File: src/rtl/inst_fetch_queue.sv
`default_nettype none
// +-- inst_fetch_queue ---------------------------------------- rev 1.0 --+
// | Issues imem fetches, queues {word, pc} in order, flushes on redirect.  |
// +------------------------------------------------------------------------+
module inst_fetch_queue #(
   parameter int             n        = 32,
   parameter int             DEPTH    = 4,
   parameter int             MAX_OUT  = 4,
   parameter logic [n-1:0]   RESET_PC = '0
) (
   input  logic         clk,
   input  logic         reset,
   input  logic         redirect,
   input  logic [n-1:0] redirect_pc,
   output logic         imem_req_valid,
   input  logic         imem_req_ready,
   output logic [n-1:0] imem_req_addr,
   input  logic         imem_resp_valid,
   input  logic [n-1:0] imem_resp_data,
   output logic         inst_valid,
   input  logic         inst_ready,
   output logic [n-1:0] instruction,
   output logic [n-1:0] inst_pc,
   output logic         err
);

   localparam int          PTR_W   = $clog2(DEPTH);
   localparam int          CNT_W   = $clog2(DEPTH + 1);
   localparam int          OUT_W   = $clog2(MAX_OUT + 1);
   localparam logic [31:0] DEPTH_L = DEPTH;
   localparam logic [31:0] MAXO_L  = MAX_OUT;

   typedef enum logic [1:0] {
      S_IDLE  = 2'd0,
      S_FETCH = 2'd1,
      S_FLUSH = 2'd2
   } state_t;

   state_t             state;
   state_t             state_next;

   logic [n-1:0]       fetch_pc;
   logic [CNT_W-1:0]   count;
   logic [CNT_W-1:0]   count_next;
   logic [OUT_W-1:0]   live_out;
   logic [OUT_W-1:0]   live_next;
   logic [OUT_W-1:0]   drop_cnt;
   logic [OUT_W-1:0]   drop_next;

   logic [PTR_W-1:0]   wr_ptr;
   logic [PTR_W-1:0]   rd_ptr;
   logic [PTR_W-1:0]   tag_wr;
   logic [PTR_W-1:0]   tag_rd;

   logic [n-1:0]       data_mem [DEPTH];
   logic [n-1:0]       pc_mem   [DEPTH];
   logic [n-1:0]       tag_mem  [DEPTH];

   logic               room_ok;
   logic               slot_ok;
   logic               req_fire;
   logic               resp_drop;
   logic               resp_live;
   logic               resp_orphan;
   logic               push;
   logic               pop;
   logic               unused_pc_bits;

   assign unused_pc_bits = ^redirect_pc[1:0];

   // Every term except redirect is registered, so a stalled request holds its address.
   assign room_ok        = (32'(count) + 32'(live_out)) < DEPTH_L;
   assign slot_ok        = (32'(live_out) + 32'(drop_cnt)) < MAXO_L;
   assign imem_req_valid = (state != S_IDLE) && !redirect && room_ok && slot_ok;
   assign imem_req_addr  = fetch_pc;
   assign req_fire       = imem_req_valid && imem_req_ready;

   assign resp_drop   = imem_resp_valid && (drop_cnt != '0);
   assign resp_live   = imem_resp_valid && (drop_cnt == '0) && (live_out != '0);
   assign resp_orphan = imem_resp_valid && (drop_cnt == '0) && (live_out == '0);
   assign push        = resp_live && !redirect;

   assign inst_valid  = (count != '0);
   assign pop         = inst_valid && inst_ready && !redirect;
   assign instruction = inst_valid ? data_mem[rd_ptr] : '0;
   assign inst_pc     = inst_valid ? pc_mem[rd_ptr]   : '0;

   always_comb begin
      count_next = count;
      live_next  = live_out;
      drop_next  = drop_cnt;
      if (redirect) begin
         // Everything still in flight becomes a drop, less the response arriving now.
         count_next = '0;
         live_next  = '0;
         drop_next  = drop_cnt + live_out - OUT_W'(resp_drop || resp_live);
      end else begin
         count_next = count + CNT_W'(push) - CNT_W'(pop);
         live_next  = live_out + OUT_W'(req_fire) - OUT_W'(resp_live);
         drop_next  = drop_cnt - OUT_W'(resp_drop);
      end
   end

   always_comb begin
      state_next = state;
      case (state)
         S_IDLE:  state_next = S_FETCH;
         S_FETCH: if (redirect && (drop_next != '0)) state_next = S_FLUSH;
         S_FLUSH: if (drop_next == '0) state_next = S_FETCH;
         default: state_next = S_IDLE;
      endcase
   end

   always_ff @(posedge clk) begin
      if (!reset) begin
         state <= S_IDLE;
      end else begin
         state <= state_next;
      end
   end

   always_ff @(posedge clk) begin
      if (!reset) begin
         fetch_pc <= RESET_PC;
         count    <= '0;
         live_out <= '0;
         drop_cnt <= '0;
         err      <= 1'b0;
         wr_ptr   <= '0;
         rd_ptr   <= '0;
         tag_wr   <= '0;
         tag_rd   <= '0;
      end else begin
         count    <= count_next;
         live_out <= live_next;
         drop_cnt <= drop_next;
         if (resp_orphan) begin
            err <= 1'b1;
         end
         if (redirect) begin
            fetch_pc <= {redirect_pc[n-1:2], 2'b00};
            wr_ptr   <= '0;
            rd_ptr   <= '0;
            tag_wr   <= '0;
            tag_rd   <= '0;
         end else begin
            if (req_fire) begin
               fetch_pc <= fetch_pc + n'(4);
               tag_wr   <= tag_wr + PTR_W'(1);
            end
            if (push) begin
               wr_ptr <= wr_ptr + PTR_W'(1);
               tag_rd <= tag_rd + PTR_W'(1);
            end
            if (pop) begin
               rd_ptr <= rd_ptr + PTR_W'(1);
            end
         end
      end
   end

   // Live requests never exceed DEPTH thanks to the room check, so the tag FIFO cannot overrun.
   always_ff @(posedge clk) begin
      if (req_fire) begin
         tag_mem[tag_wr] <= fetch_pc;
      end
      if (push) begin
         data_mem[wr_ptr] <= imem_resp_data;
         pc_mem[wr_ptr]   <= tag_mem[tag_rd];
      end
   end

endmodule
`default_nettype wire

File: config.mk
export PLATFORM = sky130hd
export DESIGN_NAME = inst_fetch_queue
export DESIGN_NICKNAME = d
export VERILOG_FILES = /design/src/rtl/inst_fetch_queue.sv
export SDC_FILE = /design/constraint.sdc
export NUM_CORES = 1
export LEC_CHECK = 0
export CORE_MARGIN = 5
export CORE_UTILIZATION = 25
export CTS_CLUSTER_DIAMETER = 80
export DETAILED_ROUTE_END_ITERATION = 8
export DONT_BUFFER_PORTS = 1
export GPL_ROUTABILITY_DRIVEN = 0
export SLEW_MARGIN = 20
export SYNTH_ARGS = -nofsm -noshare
export SYNTH_HDL_FRONTEND = slang
export SYNTH_SLANG_ARGS = --single-unit
File: constraint.sdc
create_clock -name clk -period 6.15 [get_ports clk]
set_input_delay 0.9225 -clock clk [delete_from_list [all_inputs] [get_ports clk]]
set_output_delay 0.9225 -clock clk [all_outputs]
set_load 0.005 [all_outputs]
### Yosys cells after proc, flatten, opt, wreduce, memory -nomap -nowiden

Memories as Yosys holds them, arrays and structs flattened. A register that Yosys moved wholly into a read port is not among the register bits.
Cells that the tools add are included.

* memories: 3
* word-level logic and storage cells: 79
* bits in registers: 52
* output and inout port bits: 99
* memory bits (writable): 384
* input port bits: 70

* reduce and logical (&&, ||, !) cells: 26
* mux-type cells: 18
* $add $sub $neg: 14
* bitwise logic cells: 1
* eq/ne operators: 4
* order comparisons: 2

Memory list
* data_mem: depth 4, bits a word 32, read ports 1, clocked after memory_dff 1, wr ports 1, RTL line 55 `logic [n-1:0] data_mem [DEPTH];`
* pc_mem: depth 4, bits a word 32, read ports 1, clocked after memory_dff 1, wr ports 1, RTL line 56 `logic [n-1:0] pc_mem [DEPTH];`
* tag_mem: depth 4, bits a word 32, read ports 1, clocked after memory_dff 1, wr ports 1, RTL line 57 `logic [n-1:0] tag_mem [DEPTH];`

Operators by type and width (count)
* 2-to-1 mux 32 bit: 4
* adder 32 x 3 -> 32 bit, second input constant: 1
* 2-to-1 mux 2 bit: 8
* logical AND 1 bit: 12
* nonzero test 3 bit: 4
* subtractor 3 x 1 -> 3 bit: 4
* logical NOT 3 bit: 3
* adder 2 x 1 -> 2 bit, second input constant: 4
* adder 3 x 3 -> 4 bit: 2
* < comparator 4 x 3 -> 1 bit, second input constant: 2
* adder 3 x 1 -> 3 bit: 2
* one-hot mux 2 bit (3 select lines): 1
* 2-to-1 mux 1 bit: 4
* inequality test 2 bit, second input constant: 2
* nonzero test 2 bit: 2
* adder 3 bit: 1
* 2-to-1 mux 3 bit: 1
* == test 2 x 1 -> 1 bit, second input constant: 1
* == test 2 bit, second input constant: 1
* logical NOT 2 bit: 1
* AND reduction 2 bit: 1
* OR reduction 2 bit: 1
* logical NOT 1 bit: 1
* logical OR 1 bit: 1
* NOT 1 bit: 1

### Logic depth before layout (Yosys ltp)

* depth after elaboration: 10
* depth in mapped cells: 13
* gate-level depth less buffers: 13

### Worst setup path before layout

No wires, ideal clock.

* path type: input-to-reg
* start point: input port redirect
* end point: memory data_mem[2][0] (enable)
* path buffers: 3
* path slack: 2.452 ns
* stages on the path: 5
* library setup time: 0.427 ns
* data arrival time: 3.272 ns
* data required time: 5.723 ns
* cells stage by stage: clkbuf_1 inv_1 clkbuf_1 clkbuf_1 and3_1

* cells in the longest elaborated chain, start to end: 4

Ends and longest elaborated chain
* start: declaration: RTL line 13 `input logic redirect,`
* logical NOT 1 bit: RTL line 81 `assign push = resp_live && !redirect;`
* logical AND 1 bit: RTL line 81
* 2-to-1 mux 1 bit: RTL line 167 `if (push) begin`
* 2-to-1 mux 1 bit (not written as such): RTL line 168 `data_mem[wr_ptr] <= imem_resp_data;`
* end: declaration: RTL line 55

No other way between the ends.

==> out/summary.md <==
## Min path
* worst min path class: in -> reg
* hold path startpoint: imem_resp_data[1]

## Clocking
* post-CTS setup-driven buffer insertion count: 0
* register clock-pin slew on the reported worst setup and hold paths: 0.07 ns
* Bufs on Longest Clock Path: 3
* total of cells resized after clock tree synthesis: 0
* TritonCTS clock tree: done
* number of buffers added by the clock tree synthesis step: 47
* count of hold-fix buffers inserted at cts: 0
* number of sinks driven by the clock tree: 422
* clock network latency to the later pin of the worst-skew pair: 0.57 ns
* number of levels in the clock H-tree: 2
* root cell of the clock tree: clkbuf_16

## Final layout
* net count of the finished layout: 1042
* growth of design area from synthesis to finish: 14.9%
* fraction of final layout cells sized beyond drive strength 1: 19.8%
* number of diodes: 0
* count of placed standard cells in the final layout, fillers left out: 1854
* final core utilization: 28.9%
* cell area after layout: 19300 sq um

## Floorplanning
* Initial Util: 25.1%
* core region area: 66900 sq um
* number of rows created at floorplan: 95
* area of the die: 72500 sq um
* DIE HEIGHT: 269 microns
* horizontal extent of the die: 269 microns
* total I/O pin count: 169

## Detailed routing
* DR WL/cell: 21.1 microns
* initial DRC count: 516
* aggregate routed wire length: 39100 microns
* Vias: 8377
* vias per cell: 4.52
* number of nets with antenna violations after detailed routing: 0
* DRC violations left: 0
* router iterations before antenna repair: 5

## Logic synthesis
* synth unique cells: 66
* Yosys warning total: 0
* fraction of the yosys area taken by sequential cells: 72.1%
* Post-Synthesis Cells: 929
* number of synthesized flops with an enable pin: 368
* total of flip-flops plus latches after synthesis: 422
* async set-reset flop share out of synthesis: 0%
* area of the mapped netlist: 16800 sq um
* average footprint of a synthesized cell: 18.1 sq um
* Most used DFF post-synth: edfxtp_1

## STA
* Worst Skew: 0.0217 ns
* final slew viol count: 0
* setup repair after global routing missed its margin: no
* hold violation count in the final report: 0
* post-layout minimum cycle time: 3.90 ns
* Total Neg Setup Slack: 0 ns
* worst slew margin relative to its limit: 33.8%
* final setup fails: 0
* Worst Tran Pin Value: 0.993 ns
* f_max: 0.257 GHz
* share of the clock period used by the worst path after layout: 63.4%

## Critical path
* series of cell instances along the critical path: buf_4 -> mux4_2 -> nor2b_1
* Crit Path Class: reg -> out
* r2r startpoint: live_out[1]
* data arrival time at the worst-slack endpoint: 2.97 ns
* required time at the worst-slack endpoint: 5.23 ns
* type of element launching the critical path: flip-flop
* type of destination of the critical path: output pin
* master of the slowest instance on the critical path: dfxtp_4
* Crit Path Max Fanout: 41
* CP peak stage delay: 1.00 ns

## Placement
* total half-perimeter wirelength after legalization and detailed placement: 24400 microns
* placed cell count: 1771
* count of port buffers added during placement: 0
* area of placed instances: 17900 sq um

## Global route
* GRT Overall Usage: 10.7%
* final global-route overflow total: 0
* number of global-route vias before repair: 8905
* global-route wire length before repair: 58700 microns
* pin count of the biggest net entering global routing: 65
* antenna violations before repair: 4

## Pwr
* worst vdd rail ir drop: 0.000171 V
* LEAKAGE: 5.87 nW
* total power density per cell area: 320 nW/um^2

## Outcome
* status: complete, no violations

## Job
* max-cap violations: 0

[path summary, 6_finish.rpt]
kind	endpoint	slack [ns]	depth (start not counted)
max	inst_pc[11]	2.25	3
min	data_mem[3][1]	0.45	0
max reg2reg	live_out[2]	2.32	13
min reg2reg	tag_wr[1]	0.50	2
[critical path: cells and delay by family, from the launching register on]
| family | cells | cell delay [ns] |
|---|---|---|
| DFF | 1 | 1.00 |
| buffers and inverters | 1 | 0.57 |
| and+or+nand+nor | 1 | 0.17 |
| muxes | 1 | 0.63 |
[report_power, final]
part	switching (mW)	internal (mW)	leakage (nW)
combinational	0.155	0.115	1.39
clock	1.12	1.54	0.701
sequential	0.0652	3.18	3.78
total	1.34	4.84	5.87
[cell type report]
type / count / area (sq um)
Fill cell: 6608 / 47600
Clock inverter: 27 / 249
Clock buffer: 56 / 1210
Inverter: 27 / 101
Multi-Input combinational cell: 434 / 4410
Tap cell: 873 / 1090
Timing Repair Buffer: 15 / 113
Sequential cell: 422 / 12100
[synthesized netlist by cell type (all sizes together) (4+ instances only)]
library cell	n	area, sq um
edfxtp	368	11100
mux4	92	2070
nor2b	63	394
dfxtp	54	1080
nand2	33	124
clkbuf	31	116
inv	26	97.6
nor2	25	96.4
ha	22	275
a21oi	21	105
buf	18	92.6
nand3	17	85.1
o21ai	17	85.1
and3	15	93.8
a31oi	12	75.1
xnor2	12	105
nand4	10	90.1
nor3	9	56.3
nor4	9	68.8
or3	8	55.1
o211ai	7	52.6
a211oi	5	37.5
and4	4	36.3
nand3b	4	30.0
xor2	4	35.0
[logic make-up (layout without fill, tap and decap cells)]
logic type	Yosys count	count (layout)	synth area share, %
flip-flops	422	422	72.1
AND/OR/NAND/NOR	209	209	7.26
multiplexers	93	93	12.4
AO/OA/AOI/OAI	86	86	3.39
buffers and inverters	76	125	1.85
adder cells (fa/ha/maj)	25	25	1.99
XOR/XNOR	17	17	0.967
other	1	4	0.0223
[registers in the layout, indices dropped and copies added, names as in the netlist, named ones only]
signal         cells
tag_rd             2
drop_cnt           3
state              2
pc_mem           120
imem_req_addr     30
tag_mem          120
data_mem         128
err                1
wr_ptr             2
rd_ptr             2
live_out           3
tag_wr             2
count              3
[routing by layer]
metal	vias to the layer above	wire [microns]	track usage, %
li1	3728	-	-
met1	4343	16600	13.5
met4	0	955	2.82
met2	237	19000	18.0
met5	-	0	0
met3	69	2560	3.11
[layout by cell type (no fill, tap or decap), types with 4 or more instances in the layout]
master and count:
clkinv_1 12, ha_1 22, a211oi_1 5, and3_4 4
a31oi_1 12, conb_1 4, a21oi_1 21, clkbuf_1 9
clkbuf_16 47, o211ai_1 7, xor2_1 4, buf_4 15
dfxtp_1 51, nor4_1 7, edfxtp_1 368, nand3_1 17
nor2b_1 63, inv_6 4, nand4_1 7, and3_1 11
nand3b_1 4, or3_1 7, inv_1 25, nor3_1 7
nor2_1 24, nand2_1 33, o21ai_0 17, mux4_2 92
xnor2_1 12
[metrics by stage]
step	hold slack [ns]	setup WS (ns)	power [mW]
after CTS	0.390	2.07	6.28
after global routing	0.393	1.96	6.42
final	0.448	2.25	6.18
after floorplan	0.461	2.45	3.49
after global placement	0.477	2.29	3.57
after detailed placement	0.487	2.35	3.58
Note: power is estimated with default switching activity, not from simulation.
